**src/rtl/imm_decode_ctrl_pkg.sv**
```systemverilog
// Shared definitions for the decode-stage controller: opcode values,
// extension-select encodings, the NOP instruction word and FSM states.
package imm_decode_ctrl_pkg;

  localparam logic [4:0] OP_HALT  = 5'b00000;
  localparam logic [4:0] OP_NOP   = 5'b00001;
  localparam logic [4:0] OP_J     = 5'b00100;
  localparam logic [4:0] OP_JR    = 5'b00101;
  localparam logic [4:0] OP_JAL   = 5'b00110;
  localparam logic [4:0] OP_JALR  = 5'b00111;
  localparam logic [4:0] OP_ADDI  = 5'b01000;
  localparam logic [4:0] OP_SUBI  = 5'b01001;
  localparam logic [4:0] OP_XORI  = 5'b01010;
  localparam logic [4:0] OP_ANDNI = 5'b01011;
  localparam logic [4:0] OP_ST    = 5'b10000;
  localparam logic [4:0] OP_LD    = 5'b10001;
  localparam logic [4:0] OP_SLBI  = 5'b10010;
  localparam logic [4:0] OP_STU   = 5'b10011;
  localparam logic [4:0] OP_LBI   = 5'b11000;

  // Opcode groups identified by their top three bits.
  localparam logic [2:0] OP_BRANCH_PFX = 3'b011;  // BEQZ/BNEZ/BLTZ/BGEZ
  localparam logic [2:0] OP_SHIFT_PFX  = 3'b101;  // ROLI/SLLI/RORI/SRLI

  localparam logic [2:0] SESEL_ZERO5  = 3'd0;
  localparam logic [2:0] SESEL_ZERO8  = 3'd1;
  localparam logic [2:0] SESEL_SIGN5  = 3'd2;
  localparam logic [2:0] SESEL_SIGN8  = 3'd4;
  localparam logic [2:0] SESEL_SIGN11 = 3'd6;

  localparam logic [15:0] NOP_INSTR = 16'h0800;

  typedef enum logic {
    STATE_RUN    = 1'b0,
    STATE_HALTED = 1'b1
  } state_e;

  function automatic logic [4:0] opcode_of(input logic [15:0] instr);
    return instr[15:11];
  endfunction

endpackage

```
**src/rtl/imm_decode_ctrl_imm_sel_decode.sv**
```systemverilog
// Combinational opcode decoder for the immediate extender. Shared with the
// hazard unit.
//   opcode_i  : instruction bits [15:11]
//   sesel_o   : extension select (zero5/zero8/sign5/sign8/sign11)
//   has_imm_o : instruction consumes the extended immediate
module imm_sel_decode
  import imm_decode_ctrl_pkg::*;
(
  input  logic [4:0] opcode_i,
  output logic [2:0] sesel_o,
  output logic       has_imm_o
);

  always_comb begin
    sesel_o   = SESEL_ZERO5;
    has_imm_o = 1'b0;
    if (opcode_i[4:2] == OP_BRANCH_PFX) begin
      sesel_o   = SESEL_SIGN8;
      has_imm_o = 1'b1;
    end else if (opcode_i[4:2] == OP_SHIFT_PFX) begin
      sesel_o   = SESEL_ZERO5;
      has_imm_o = 1'b1;
    end else begin
      case (opcode_i)
        OP_ADDI, OP_SUBI, OP_ST, OP_LD, OP_STU: begin
          sesel_o   = SESEL_SIGN5;
          has_imm_o = 1'b1;
        end
        OP_XORI, OP_ANDNI: begin
          sesel_o   = SESEL_ZERO5;
          has_imm_o = 1'b1;
        end
        OP_LBI, OP_JR, OP_JALR: begin
          sesel_o   = SESEL_SIGN8;
          has_imm_o = 1'b1;
        end
        OP_SLBI: begin
          sesel_o   = SESEL_ZERO8;
          has_imm_o = 1'b1;
        end
        OP_J, OP_JAL: begin
          sesel_o   = SESEL_SIGN11;
          has_imm_o = 1'b1;
        end
        default: begin
          sesel_o   = SESEL_ZERO5;
          has_imm_o = 1'b0;
        end
      endcase
    end
  end

endmodule

```
**src/rtl/imm_decode_ctrl.sv**
```systemverilog
// Decode-stage controller between fetch and execute. Holds one instruction in
// the ID/EX register, decodes its immediate format, and handles flush, HALT,
// execute backpressure and fetch handshake checking.
//   clk, rst_n                     : clock, async active-low reset
//   in_valid/in_ready/in_instr/in_pc : fetch handshake
//   flush                          : squash held and incoming instruction
//   out_valid/out_ready/out_*      : ID/EX register towards execute
//   halted                         : HALT accepted, fetch blocked until flush
//   stall_cnt                      : saturating count of backpressured cycles
//   err                            : sticky fetch-protocol violation
//
// state        | meaning
// STATE_RUN    | accepting instructions from fetch
// STATE_HALTED | HALT accepted; fetch blocked until flush
module imm_decode_ctrl
  import imm_decode_ctrl_pkg::*;
#(
  parameter int STALL_CNT_W = 8
) (
  input  logic                   clk,
  input  logic                   rst_n,
  input  logic                   in_valid,
  output logic                   in_ready,
  input  logic [15:0]            in_instr,
  input  logic [15:0]            in_pc,
  input  logic                   flush,
  output logic                   out_valid,
  input  logic                   out_ready,
  output logic [15:0]            out_instr,
  output logic [15:0]            out_pc,
  output logic [2:0]             out_sesel,
  output logic                   out_has_imm,
  output logic                   halted,
  output logic [STALL_CNT_W-1:0] stall_cnt,
  output logic                   err
);

  state_e                 state_q, state_d;
  logic                   out_valid_q, out_valid_d;
  logic [15:0]            out_instr_q, out_instr_d;
  logic [15:0]            out_pc_q, out_pc_d;
  logic [2:0]             sesel_q, sesel_d;
  logic                   has_imm_q, has_imm_d;
  logic [STALL_CNT_W-1:0] stall_q, stall_d;
  logic                   err_q, err_d;
  // Fetch was stalled last cycle; its request must be repeated unchanged.
  logic                   pend_q, pend_d;
  logic [15:0]            req_instr_q, req_pc_q;

  logic [4:0] opcode;
  logic [2:0] dec_sesel;
  logic       dec_has_imm;
  logic       accept;

  assign opcode = opcode_of(in_instr);

  imm_sel_decode u_imm_sel_decode (
    .opcode_i  (opcode),
    .sesel_o   (dec_sesel),
    .has_imm_o (dec_has_imm)
  );

  assign in_ready = (state_q == STATE_RUN) && !flush && (!out_valid_q || out_ready);
  assign accept   = in_valid && in_ready;

  always_comb begin
    state_d     = state_q;
    out_valid_d = out_valid_q;
    out_instr_d = out_instr_q;
    out_pc_d    = out_pc_q;
    sesel_d     = sesel_q;
    has_imm_d   = has_imm_q;
    stall_d     = stall_q;
    err_d       = err_q;
    pend_d      = 1'b0;

    if (flush) begin
      out_valid_d = 1'b0;
      state_d     = STATE_RUN;
    end else if (accept) begin
      out_valid_d = 1'b1;
      out_instr_d = in_instr;
      out_pc_d    = in_pc;
      sesel_d     = dec_sesel;
      has_imm_d   = dec_has_imm;
      if (opcode == OP_HALT) state_d = STATE_HALTED;
    end else if (out_valid_q && out_ready) begin
      out_valid_d = 1'b0;
    end

    if (out_valid_q && !out_ready && !(&stall_q)) begin
      stall_d = stall_q + STALL_CNT_W'(1);
    end

    // A flush cycle or HALTED never arms the check, so the following cycle
    // is exempt and in_valid is ignored while halted.
    pend_d = in_valid && !in_ready && (state_q == STATE_RUN) && !flush;

    if (pend_q && (!in_valid || (in_instr != req_instr_q) || (in_pc != req_pc_q))) begin
      err_d = 1'b1;
    end
  end

  always_ff @(posedge clk or negedge rst_n) begin
    if (!rst_n) begin
      state_q     <= STATE_RUN;
      out_valid_q <= 1'b0;
      out_instr_q <= NOP_INSTR;
      out_pc_q    <= 16'h0000;
      sesel_q     <= SESEL_ZERO5;
      has_imm_q   <= 1'b0;
      stall_q     <= '0;
      err_q       <= 1'b0;
      pend_q      <= 1'b0;
      req_instr_q <= 16'h0000;
      req_pc_q    <= 16'h0000;
    end else begin
      state_q     <= state_d;
      out_valid_q <= out_valid_d;
      out_instr_q <= out_instr_d;
      out_pc_q    <= out_pc_d;
      sesel_q     <= sesel_d;
      has_imm_q   <= has_imm_d;
      stall_q     <= stall_d;
      err_q       <= err_d;
      pend_q      <= pend_d;
      req_instr_q <= in_instr;
      req_pc_q    <= in_pc;
    end
  end

  assign out_valid   = out_valid_q;
  assign out_instr   = out_instr_q;
  assign out_pc      = out_pc_q;
  assign out_sesel   = sesel_q;
  assign out_has_imm = has_imm_q;
  assign halted      = (state_q == STATE_HALTED);
  assign stall_cnt   = stall_q;
  assign err         = err_q;

endmodule

```
**config.mk**
```make
export PLATFORM = sky130hd
export DESIGN_NAME = imm_decode_ctrl
export DESIGN_NICKNAME = d
export VERILOG_FILES = /design/src/rtl/imm_decode_ctrl_pkg.sv /design/src/rtl/imm_decode_ctrl_imm_sel_decode.sv /design/src/rtl/imm_decode_ctrl.sv
export SDC_FILE = /design/constraint.sdc
export NUM_CORES = 1
export LEC_CHECK = 0
export CAP_MARGIN = 20
export CORE_MARGIN = 2
export CORE_UTILIZATION = 52
export DETAILED_ROUTE_END_ITERATION = 12
export HOLD_SLACK_MARGIN = 0.15
export PLACE_DENSITY = 0.89
export SLEW_MARGIN = 30
export SYNTH_ARGS = -nofsm -noshare
export SYNTH_HDL_FRONTEND = slang
export SYNTH_SLANG_ARGS = --single-unit
export TNS_END_PERCENT = 10
```
**constraint.sdc**
```tcl
create_clock -name clk -period 3.6 [get_ports clk]
set_input_delay 0.36 -clock clk [delete_from_list [all_inputs] [get_ports clk]]
set_output_delay 0.36 -clock clk [all_outputs]
set_load 0.02 [all_outputs]
```
==> out/qor.yml <==
pwr:
  worst_ir_drop_vdd_v: 0.000396
  switching_share_pct: 28.7
  power.density_nw_per_um2: 526
  p_clk_share_pct: 25.2
  p_leak_nw: 1.78
  power_frac_comb_pct: 25.5
  power_frac_seq_pct: 49.3
  total_power_mw: 2.22
  p_switching_mw: 0.639
  p_int_mw: 1.58
synth:
  synth_cell_types: 33
  synth_area_um2: 3160
  netlist.area_leader.share_pct: 62.5
  ys.warnings.count: 0
  syn-num-nets: 263
  synthTopCellsByArea: "dfrtp_1, mux2_2, xor2_1"
  synthArstFlopShare_pct: 100
  syn_avg_cell_area_um2: 14.2
  synth_ff_type: "dfrtp_1"
  synth-edff-count: 0
  synth_seq_cells: 80
  netlist_instances: 222
  yosys.area.top_type: "dfrtp_1"
  yosysSeqAreaShare_pct: 63.3
layout:
  syn_to_final_growth_pct: 33.5
  final_util_pct: 71.7
  drive_gt1_share_pct: 16.1
  final_cell_mix: "clkdlybuf4s50_1, dfrtp_1, mux2_2"
  instances_no_fill: 392
  diodes: 0
  final_nets: 353
  final_common_cell: "clkdlybuf4s50_1"
setup_path:
  crit_fanout: 4
  r2r_cells: 5
  reg2reg_slack_ns: 1.62
  crit_type: "in -> out"
  end_kind: "output port"
  cp-start-kind: "input pin"
  crit_arrival_ns: 1.83
  reg2reg_to: "halted$_DFFE_PN0P_"
  r2r-start: "out_valid$_DFFE_PN0P_"
  crit_required_ns: 3.24
clocking:
  cts_tree: "yes"
  insertion_delay_ns: 0.32
  ctsResizeCount: 0
  cts_root_buffer: "clkbuf_8"
  path_clk_slew_ns: 0.07
  cts_buffers: 9
  cts.hold.buffers_added: 0
  postCtsSetupRepairBufs: 0
  h-tree-depth: 3
  clock_sinks: 80
  max-clock-path-buffers: 2
timing:
  fin_hold_ws_ns: 0.485
  fin_crit_ns: 2.19
  finalSetupViolCount: 0
  report.final.slew_viol_count: 0
  relSlewSlack_pct: 37.8
  rsz0062_at_grt: "false"
  post-route-period-util_pct: 60.7
  finClkSkew_ns: 0.00631
  hold_viol: 0
  max_freq_ghz: 0.458
  fin_setup_tns_ns: 0
  worst_slew_pin_slew_ns: 0.930
global_routing:
  grt.overflow.total: 0
  antenna_found_initial: 0
  grtUsageTotal_pct: 18.8
  grt_pass1_vias: 1999
  grt_pass1_wl_mm: 9.47
  grt_start_max_net_pins: 81
worst_hold_path:
  hold_depth: 2
  hold_end: "out_instr[14]$_DFFE_PN0P_"
  holdCritPathClass: "reg -> reg"
  min_from: "out_instr[14]$_DFFE_PN0P_"
place:
  routabilityCongestion: 0.769
  port-buffer-count: 84
  placedCellCount: 375
  dp_hpwl_mm: 4.19
flow_run:
  drv_cap: 0
floorplanning:
  ios: 85
  dieArea_um2: 6720
  start_util_pct: 53.7
  coreArea_um2: 5890
  fp.dieW_um: 82.0
  die_height_um: 82.0
  row_count: 28
route:
  drtAntennaViolNets: 0
  post_drt_wl_per_cell_um: 15.1
  via_per_inst: 5.12
  drt-total-wl_mm: 5.93
  drtIter0Drc: 76
  drc: 0
  vias: 2008
  firstDrtPassIters: 6
status:
  outcome: "complete, no violations"
-- registers in the layout (all words and copies together), names as in the netlist --
| signal | count |
|---|---|
| out_sesel | 3 |
| out_has_imm | 1 |
| out_pc | 16 |
| out_valid | 1 |
| stall_cnt | 8 |
| req_pc_q | 16 |
| halted | 1 |
| err | 1 |
| req_instr_q | 16 |
| pend_q | 1 |
| out_instr | 16 |
-- how the worst max path moves through the flow --
stage / slack (ns) / end / depth (start not counted) / start
2_1_floorplan: 1.86 / stall_cnt[7]$_DFFE_PN0P_ / 6 / stall_cnt[0]$_DFFE_PN0P_
3_3_place_gp: 1.15 / halted$_DFFE_PN0P_ / 6 / out_ready
3_5_place_dp: 1.11 / halted$_DFFE_PN0P_ / 6 / out_ready
4_1_cts: 1.40 / in_ready / 4 / out_ready
5_1_grt: 1.29 / halted$_DFFE_PN0P_ / 6 / out_ready
6_report: 1.41 / in_ready / 4 / out_ready
-- routing by layer --
metal / wire length (um) / global-route usage [%]
met1: 2640 / 25.0
met3: 275 / 4.07
met5: 0 / 0
met2: 2980 / 31.0
met4: 41 / 6.17
-- through the flow --
step | setup WS (ns) | instance area, um2
3_5_place_dp | 1.11 | 4040
2_1_floorplan | 1.86 | 3160
4_1_cts | 1.40 | 4210
3_3_place_gp | 1.15 | 4040
5_1_grt | 1.29 | 4220
6_report | 1.41 | 4220
-- cell families (layout without fill, tap and decap cells) --
kind of cell               Yosys count  after routing  share of synthesized area [%]
DFF                                 80             80                           63.3
and+or+nand+nor                     41             41                           7.28
xor gates and xnor gates            40             40                           11.1
muxes                               31             31                           11.0
AOI/OAI and AO/OA                   17             17                           3.64
buffers and inverters                9            104                           2.06
adders and majority gates            4              4                           1.58
-- cell usage after synthesis (2+ instances only) --
library cell / instances
dfrtp_1: 79
mux2_2: 31
xor2_1: 23
xnor2_1: 17
nand2_1: 11
nor2_1: 7
o21ai_0: 7
nor4_1: 5
buf_6: 4
ha_1: 4
a21oi_1: 3
inv_1: 3
nand3_1: 3
nand4_1: 3
and3_1: 2
nor3_1: 2
o31ai_1: 2
-- worst max-delay path: stages --
cell and delay (ns):
clkdlybuf4s50_1 0.45, nand2b_2 0.16, nor3b_2 0.22, clkdlybuf4s50_1 0.64
-- layout make-up --
cell class | count | area (um2)
well taps | 75 | 93.8
clock buffers | 13 | 149
clock inverters | 3 | 17.5
flip-flops and latches | 80 | 2000
multi-input cells | 133 | 1090
repair buffers | 85 | 852
fillers | 400 | 1660
inverters | 3 | 11.3
-- power groups by stage --
| stage | registers [mW] | logic (mW) | clock network (mW) |
|---|---|---|---|
| 2_1_floorplan | 1.22 | 0.155 | 0 |
| 3_3_place_gp | 1.10 | 0.559 | 0 |
| 3_5_place_dp | 1.11 | 0.572 | 0 |
| 4_1_cts | 1.10 | 0.575 | 0.576 |
| 5_1_grt | 1.11 | 0.611 | 0.616 |
| 6_report | 1.09 | 0.568 | 0.560 |
Power figures use the tool's default switching activity.
